$ cat src/rtl/sequence_generator.sv
// sequence_generator: serial pattern transmitter.
// Latches a WIDTH-bit pattern and an 8-bit repetition count on start, then
// shifts the pattern out one bit per clock, count times, with GAP idle
// cycles between repetitions. done pulses in the final (DONE) cycle.
// All outputs are flops loaded from the next-state decode, so they line up
// with the state they describe without any combinational path to the pins.
module sequence_generator #(
    parameter int WIDTH     = 4,
    parameter int GAP       = 1,
    parameter bit MSB_FIRST = 1'b1
) (
    input  logic             clock,
    input  logic             reset,
    input  logic             start,
    input  logic [WIDTH-1:0] pattern,
    input  logic [7:0]       count,
    output logic             out,
    output logic             valid,
    output logic             busy,
    output logic             done
);

    localparam int BW = (WIDTH > 1) ? $clog2(WIDTH) : 1;
    localparam logic [BW-1:0] BIT_LAST = BW'(WIDTH - 1);
    localparam logic [3:0]    GAP_LAST = 4'((GAP > 0) ? (GAP - 1) : 0);

    typedef enum logic [1:0] {
        S_IDLE = 2'd0,
        S_SEND = 2'd1,
        S_GAP  = 2'd2,
        S_DONE = 2'd3
    } state_e;

    state_e           state_q, state_d;
    logic [WIDTH-1:0] shift_q, shift_d;
    logic [WIDTH-1:0] pat_q,   pat_d;
    logic [7:0]       rep_q,   rep_d;
    logic [BW-1:0]    bit_q,   bit_d;
    logic [3:0]       gap_q,   gap_d;
    logic             out_q,   out_d;
    logic             valid_q, valid_d;
    logic             busy_q,  busy_d;
    logic             done_q,  done_d;

    logic [WIDTH-1:0] shift_adv;

    // Shift register advanced by one slot in the configured bit order.
    always_comb begin
        shift_adv = shift_q;
        if (MSB_FIRST) begin
            shift_adv = {shift_q[WIDTH-2:0], 1'b0};
        end else begin
            shift_adv = {1'b0, shift_q[WIDTH-1:1]};
        end
    end

    // Next-state logic and registered-output decode of the next state.
    always_comb begin
        state_d = state_q;
        shift_d = shift_q;
        pat_d   = pat_q;
        rep_d   = rep_q;
        bit_d   = bit_q;
        gap_d   = gap_q;

        case (state_q)
            S_IDLE: begin
                if (start) begin
                    shift_d = pattern;
                    pat_d   = pattern;
                    rep_d   = count;
                    bit_d   = BIT_LAST;
                    gap_d   = '0;
                    state_d = (count != 8'd0) ? S_SEND : S_DONE;
                end
            end
            S_SEND: begin
                if (bit_q == '0) begin
                    if (rep_q != 8'd0) begin
                        rep_d = rep_q - 8'd1;
                    end
                    if (rep_q > 8'd1) begin
                        if (GAP > 0) begin
                            gap_d   = GAP_LAST;
                            state_d = S_GAP;
                        end else begin
                            // No gap: reload and keep sending without a bubble.
                            shift_d = pat_q;
                            bit_d   = BIT_LAST;
                        end
                    end else begin
                        state_d = S_DONE;
                    end
                end else begin
                    shift_d = shift_adv;
                    bit_d   = bit_q - BW'(1);
                end
            end
            S_GAP: begin
                if (gap_q == '0) begin
                    shift_d = pat_q;
                    bit_d   = BIT_LAST;
                    state_d = S_SEND;
                end else begin
                    gap_d = gap_q - 4'd1;
                end
            end
            S_DONE: begin
                state_d = S_IDLE;
            end
            default: begin
                state_d = S_IDLE;
            end
        endcase

        valid_d = (state_d == S_SEND);
        busy_d  = (state_d != S_IDLE);
        done_d  = (state_d == S_DONE);
        out_d   = 1'b0;
        if (state_d == S_SEND) begin
            out_d = MSB_FIRST ? shift_d[WIDTH-1] : shift_d[0];
        end
    end

    // State, shadow and output registers with synchronous reset.
    always_ff @(posedge clock) begin
        if (reset) begin
            state_q <= S_IDLE;
            shift_q <= '0;
            pat_q   <= '0;
            rep_q   <= '0;
            bit_q   <= '0;
            gap_q   <= '0;
            out_q   <= 1'b0;
            valid_q <= 1'b0;
            busy_q  <= 1'b0;
            done_q  <= 1'b0;
        end else begin
            state_q <= state_d;
            shift_q <= shift_d;
            pat_q   <= pat_d;
            rep_q   <= rep_d;
            bit_q   <= bit_d;
            gap_q   <= gap_d;
            out_q   <= out_d;
            valid_q <= valid_d;
            busy_q  <= busy_d;
            done_q  <= done_d;
        end
    end

    assign out   = out_q;
    assign valid = valid_q;
    assign busy  = busy_q;
    assign done  = done_q;

endmodule

$ cat config.mk
export PLATFORM = sky130hd
export DESIGN_NAME = sequence_generator
export DESIGN_NICKNAME = d
export VERILOG_FILES = /design/src/rtl/sequence_generator.sv
export SDC_FILE = /design/constraint.sdc
export NUM_CORES = 1
export LEC_CHECK = 0
export BUFFER_PORTS_ARGS = -buffer_cell sky130_fd_sc_hd__clkbuf_2
export CAP_MARGIN = 5
export CORE_MARGIN = 8
export CORE_UTILIZATION = 55
export DETAILED_ROUTE_END_ITERATION = 8
export GPL_ROUTABILITY_DRIVEN = 0
export PLACE_DENSITY = 0.76
export SKIP_CTS_REPAIR_TIMING = 1
export SYNTH_ARGS = -nofsm -noshare
export SYNTH_HDL_FRONTEND = slang
export SYNTH_SLANG_ARGS = --single-unit
$ cat constraint.sdc
create_clock -name clock -period 4.07 [get_ports clock]
set_input_delay 0.814 -clock clock [delete_from_list [all_inputs] [get_ports clock]]
set_output_delay 0.814 -clock clock [all_outputs]
set_load 0.1 [all_outputs]
==> results_dict.tcl, run 1 <==
set metrics [dict create \
    netlist_area_sq_um 1540 \
    diodes 0 \
    overflow 0 \
    yosysUniqueCellTypes 47 \
    routedWlPerCell_um 17.2 \
    worst_path_most_repeated_cell "nor3_1" \
    nNetsFinal 222 \
    finalSetupTns_ps 0 \
    die_w_um 69.0 \
    h-tree-depth 1 \
    async_flop_share_pct 0 \
    max_freq_mhz 467 \
    slew_viol_final 0 \
    die-area_sq_um 4760 \
    worstSkewPairLatency_ps 340 \
    status "complete, no violations" \
    io_pins 19 \
    cp_data_required_time_ps 4340 \
    drc 0 \
    ys_seq_area_share_pct 36.3 \
    hold_violations 0 \
    num_vias 1574 \
    synthToLayoutAreaGrowth_pct 7.70 \
    period_needed_ps 2140 \
    synthAdderAreaFrac_pct 4.87 \
    finalNonFillerCells 231 \
    setup_violations 0 \
    synth-xor-area-share_pct 0 \
    root_buffer "clkbuf_4" \
    drive_gt1_share_pct 14.5 \
    max-slew-margin-rel_pct 53.5 \
    fin_skew_ps 9.17 \
    synth_edf_count 0 \
    cp_slowest_cell "dfxtp_1" \
    synth-main-ff-cell "dfxtp_1" \
    cts_tree "yes" \
    clockBufferDepth 2 \
    synth_compound_area_share_pct 27.2 \
    start_util_pct 56.9 \
    cts_buffers 3 \
    die_h_um 69.0 \
    power.share.clock_pct 14.3 \
    row_count 19 \
    layout_common_cells "dfxtp_1, clkbuf_2, a21oi_1, nor2_1" \
    synth_simple_gate_area_share_pct 25.3 \
    cap_violations 0 \
    netlist_instances 190 \
    grt_max_degree 24 \
    viasPerCell 6.81 \
    worstPathArrival_ps 2410 \
    internal_power_uw 545 \
    fp.coreArea_sq_um 2710 \
    io_buffer_count 18 \
    synth_mux_area_share_pct 0.649 \
    end_kind "register" \
    initialDrtViolationCount 160 \
    placed_cells 227 \
    synth_top_family_by_area "compound AO/OA/AOI/OAI gates" \
    power_leakage_uw 0.000639 \
    grt_pass1_wl_um 6550 \
    cts.sink_count 28 \
    syn_avg_cell_area_sq_um 8.12 \
    crit_chain "nand2b_1 -> nor3_1 -> o31ai_1 -> nor3_1" \
    critPathKind "reg2reg" \
    rsz0062_at_grt "false" \
    slowest_delay_ps 700 \
    fin_crit_sh_pct 52.7 \
    switchingPower_uw 441 \
    postRouteAntennaNets 0 \
    tightest_slew_ps 692 \
    yosysWarnings 0 \
    synth.net_count 211 \
    irDropWorstVdd_v 0.000415 \
    crit_path_start_kind "register" \
    grt_pass1_vias 1501 \
    power_density_nw_per_um2 594 \
    critPathTopFamily "simple AND/OR/NAND/NOR gates" \
    synth-seq-cells 28 \
    path_clk_slew_ps 160 \
    wirelength_um 3970 \
    hp-class "reg2reg" \
    swShare_pct 44.7 \
    cp_max_fo 17 \
    drtPass1Iterations 5 \
    path_buf_inv 0 \
    track_usage_pct 17.6 \
    layout_commonest_cell "dfxtp_1" \
    dp_hpwl_um 2950 \
    grt_antenna_before_repair 0 \
    pwr-share-seq_pct 38.9 \
    comb_power_share_pct 46.9 \
]
## power groups by stage
stage | clock, uW | combinational, uW | sequential (uW)
3_5_place_dp | 0 | 452 | 387
2_1_floorplan | 0 | 325 | 415
6_report | 141 | 462 | 383
5_1_grt | 156 | 501 | 390
3_3_place_gp | 0 | 440 | 386
4_1_cts | 143 | 455 | 381
## synth_stat cells (all sizes together), types with 2 or more instances
| cell | count | share of area (%) |
|---|---|---|
| nand3b | 2 | 0.97 |
| inv | 11 | 2.7 |
| a31oi | 8 | 3.2 |
| nor2 | 15 | 3.8 |
| nor4 | 5 | 2.0 |
| ha | 6 | 4.9 |
| nor4b | 2 | 1.1 |
| o21ai | 5 | 1.6 |
| a21o | 2 | 0.97 |
| or3 | 4 | 1.9 |
| dfxtp | 28 | 36 |
| a211oi | 7 | 3.7 |
| a222oi | 2 | 1.3 |
| and4 | 2 | 1.1 |
| nand2 | 11 | 2.7 |
| o31ai | 5 | 2.8 |
| nor3 | 11 | 3.6 |
| nand2b | 5 | 2.0 |
| a21oi | 17 | 5.5 |
| nand3 | 9 | 2.9 |
| clkbuf | 11 | 2.7 |
## metal layers
metal / up-vias / GRT usage, % / routed length [um]
met5: - / 0 / 0
met4: 0 / 8.77 / 102
li1: 736 / - / -
met3: 16 / 4.85 / 362
met2: 99 / 30.6 / 1940
met1: 723 / 19.2 / 1570
## layout make-up
class	count	area, sq um
flip-flops and latches	28	561
repair buffers	18	90.1
clock buffers	4	36.3
fillers	267	1050
well taps	31	38.8
inverters	11	41.3
multi-input cells	139	895
## cell families after synthesis
group                    after synthesis
buffers and inverters                 23
AO/OA/AOI/OAI                         60
flip-flops                            28
adder cells (fa/ha/maj)                6
multiplexers                           1
AND/OR/NAND/NOR                       72
## metrics by stage
step	util [%]	hold slack (ps)	setup WS, ps	cell area (sq um)	power [uW]
final	61.3	494	1930	1660	986
after global routing	61.3	520	1750	1660	1050
after CTS	61.3	493	2010	1660	978
after detailed placement	60.0	468	1900	1630	838
after global placement	60.0	464	1990	1630	825
after floorplan	-	443	2100	1540	741
## flip-flops by register name, summed over array words and instances, names as in the netlist, 2 cells and up
register / flops
bit_q: 2
gap_q: 4
pat_q: 4
rep_q: 8
shift_q: 4
state_q: 2
## worst paths after layout
path,startpoint,end,slack [ps],cells past startpoint
max,state_q[1],out,1930,4
min,bit_q[0],bit_q[0],490,1
max reg2reg,state_q[1],out,1930,4
min reg2reg,bit_q[0],bit_q[0],490,1
Power figures use the tool's default switching activity.
==> inputs of run 2 (changes only) <==
--- a/config.mk
+++ b/config.mk
@@ -5,6 +5,7 @@
 export SDC_FILE = /design/constraint.sdc
 export NUM_CORES = 1
 export LEC_CHECK = 0
+export ABC_AREA = 1
 export BUFFER_PORTS_ARGS = -buffer_cell sky130_fd_sc_hd__clkbuf_2
 export CAP_MARGIN = 5
 export CORE_MARGIN = 8
==> constraint.sdc (replaced) <==
create_clock -name clock -period 2.1 [get_ports clock]
set_input_delay 0.42 -clock clock [delete_from_list [all_inputs] [get_ports clock]]
set_output_delay 0.42 -clock clock [all_outputs]
set_load 0.1 [all_outputs]
==> run 2 against run 1 <==
  * Synthesized cell count increased by 28%
  * Final cell count increased by 27%
  * Die area increased by 1.3%
  * Routed wire length decreased by 17%
  * Cell area increased by 4.1%
  * Setup slack got worse by 1400 ps
  * Flip-flop and latch count unchanged
  * Critical path type unchanged
==> results_dict.tcl, run 2 <==
set metrics [dict create \
    finalInstanceArea_sq_um 1730 \
    num_vias 1484 \
    yosysUniqueCellTypes 22 \
    cts_buffers 3 \
    multi_input_area_sq_um 860 \
    cap_violations 0 \
    place_area_sq_um 1680 \
    power_leakage_uw 0.000859 \
    io_buffer_count 18 \
    synth-seq-cells 28 \
    period_needed_ps 1600 \
    cp_max_fo 11 \
    routedWlPerCell_um 11.2 \
    track_usage_pct 13.5 \
    fin_skew_ps 2.46 \
    diodes 0 \
    status "complete, no violations" \
    slowest_delay_ps 440 \
    hold_violations 0 \
    fp.coreArea_sq_um 2730 \
    nFillCells 256 \
    rsz0062_at_grt "false" \
    crit_chain "inv_1 -> nand2_1 -> nor2_4 -> nor2_2 -> nand3_2 -> o21ai_0 -> nor2_1" \
    postRouteAntennaNets 0 \
    yosysWarnings 0 \
    regArea_sq_um 561 \
    async_flop_share_pct 0 \
    h-tree-depth 1 \
    tightest_slew_ps 543 \
    synth_area_leaders "dfxtp_1, nand2_1, nor2_1" \
    yosys-top-cells-count "nand2_1, nor2_1, inv_1" \
    end_kind "register" \
    io_pins 19 \
    fin_crit_sh_pct 76.2 \
    critPathKind "reg2reg" \
    setup_violations 0 \
    max_freq_mhz 625 \
    grt_antenna_before_repair 0 \
    synth_top_area_share_pct 35.8 \
    crit_path_start_kind "register" \
    clockBufferDepth 2 \
    power.total_uw 2010 \
    wirelength_um 3280 \
    drive_gt1_share_pct 14.1 \
    power_density_nw_per_um2 1160 \
    nNetsFinal 284 \
    cp_slowest_cell "dfxtp_1" \
    die_w_um 69.4 \
    netlist_area_sq_um 1570 \
    grt_pass1_wl_um 5690 \
    overflow 0 \
    max-slew-margin-rel_pct 64.0 \
    postLayoutCoreUtil_pct 63.3 \
    synth_edf_count 0 \
    critPathTopFamily "simple AND/OR/NAND/NOR gates" \
    regMostFlops "rep_q" \
    hp-class "in2reg" \
    netlist_instances 243 \
    largest_reg_flops 8 \
    path_clk_slew_ps 150 \
    worstSkewPairLatency_ps 320 \
    grt_pass1_vias 1404 \
    die_h_um 69.4 \
    synth.net_count 264 \
    syn_avg_cell_area_sq_um 6.45 \
    cts.sink_count 28 \
    ys_seq_area_share_pct 35.8 \
    layout_commonest_cell "nand2_1" \
    yosys.area.top_type "dfxtp_1" \
    worstPathArrival_ps 1840 \
    slew_viol_final 0 \
    root_buffer "clkbuf_4" \
    cp_data_required_time_ps 2340 \
    drtPass1Iterations 5 \
    viasPerCell 5.06 \
    start_util_pct 57.3 \
    path_buf_inv 1 \
    initialDrtViolationCount 94 \
    synth.most_common_cell "nand2_1" \
    die-area_sq_um 4810 \
    synthToLayoutAreaGrowth_pct 10.4 \
    grt_max_degree 19 \
    irDropWorstVdd_v 0.000836 \
    dp_hpwl_um 2520 \
    synth-main-ff-cell "dfxtp_1" \
    finalSetupTns_ps 0 \
    layout_common_cells "nand2_1, nor2_1, inv_1, dfxtp_1, a21oi_1" \
    row_count 19 \
    cts_tree "yes" \
    drc 0 \
]
-- run 2: changes by cell type after synthesis, moves of 8 or more --
cell,change
inv_1,+18
nand2_1,+62
nor2_1,+21
clkbuf_1,-9
a31oi_1,-8
nor3_1,-11
-- run 2: area by class of cell --
| class | count | share of cell area (%) |
|---|---|---|
| Timing Repair Buffer | 19 | 5.64 |
| Inverter | 31 | 7.01 |
| Sequential cell | 28 | 32.4 |
| Clock inverter | 1 | 1.74 |
| Multi-Input combinational cell | 180 | 49.7 |
| Tap cell | 31 | 2.24 |
| Clock buffer | 3 | 1.30 |
-- run 2: path summary, 6_finish.rpt --
path              slack [ps]  depth (start not counted)        to       start
setup / recovery         500                          7  gap_q[1]  state_q[1]
hold / removal           320                          3  pat_q[0]  pattern[0]
setup reg to reg         500                          7  gap_q[1]  state_q[1]
hold reg to reg          460                          1  bit_q[0]    bit_q[0]
-- run 2: power by group --
part | leakage (uW) | switching, uW | internal (uW) | total, uW
Clock | 0.0000279 | 161 | 193 | 354
Sequential | 0.000230 | 69.6 | 633 | 703
Combinational | 0.000601 | 651 | 300 | 951
-- run 2: layer usage --
layer  global-route usage, %  vias to the layer above  part of all wire (%)
li1                        -                      796                     -
met1                    16.3                      655                    48
met2                    24.6                       28                    49
met3                    1.86                        5                   2.9
met4                    2.73                        0                  0.70
met5                       0                        -                     0
-- run 2: worst register-to-register path: stages, from the launching register on --
cell     delay (ps)
dfxtp_1         440
inv_1            70
nand2_1         330
nor2_4          100
nor2_2          180
nand3_2         140
o21ai_0         210
nor2_1           60
-- run 2: cells by family after synthesis --
family,count (synthesis),share of synthesized area (%)
adders and majority gates,6,4.79
xor gates and xnor gates,1,0.559
DFF,28,35.8
buffers and inverters,35,9.42
and+or+nand+nor,137,37.7
AOI/OAI and AO/OA,36,11.7
-- run 2: stage by stage --
stage          std cells  hold WS (ps)  setup slack (ps)
6_report             293           323               499
3_3_place_gp         289           445               585
4_1_cts              293           316               520
2_1_floorplan        243           423               766
5_1_grt              293           331               305
3_5_place_dp         289           444               538
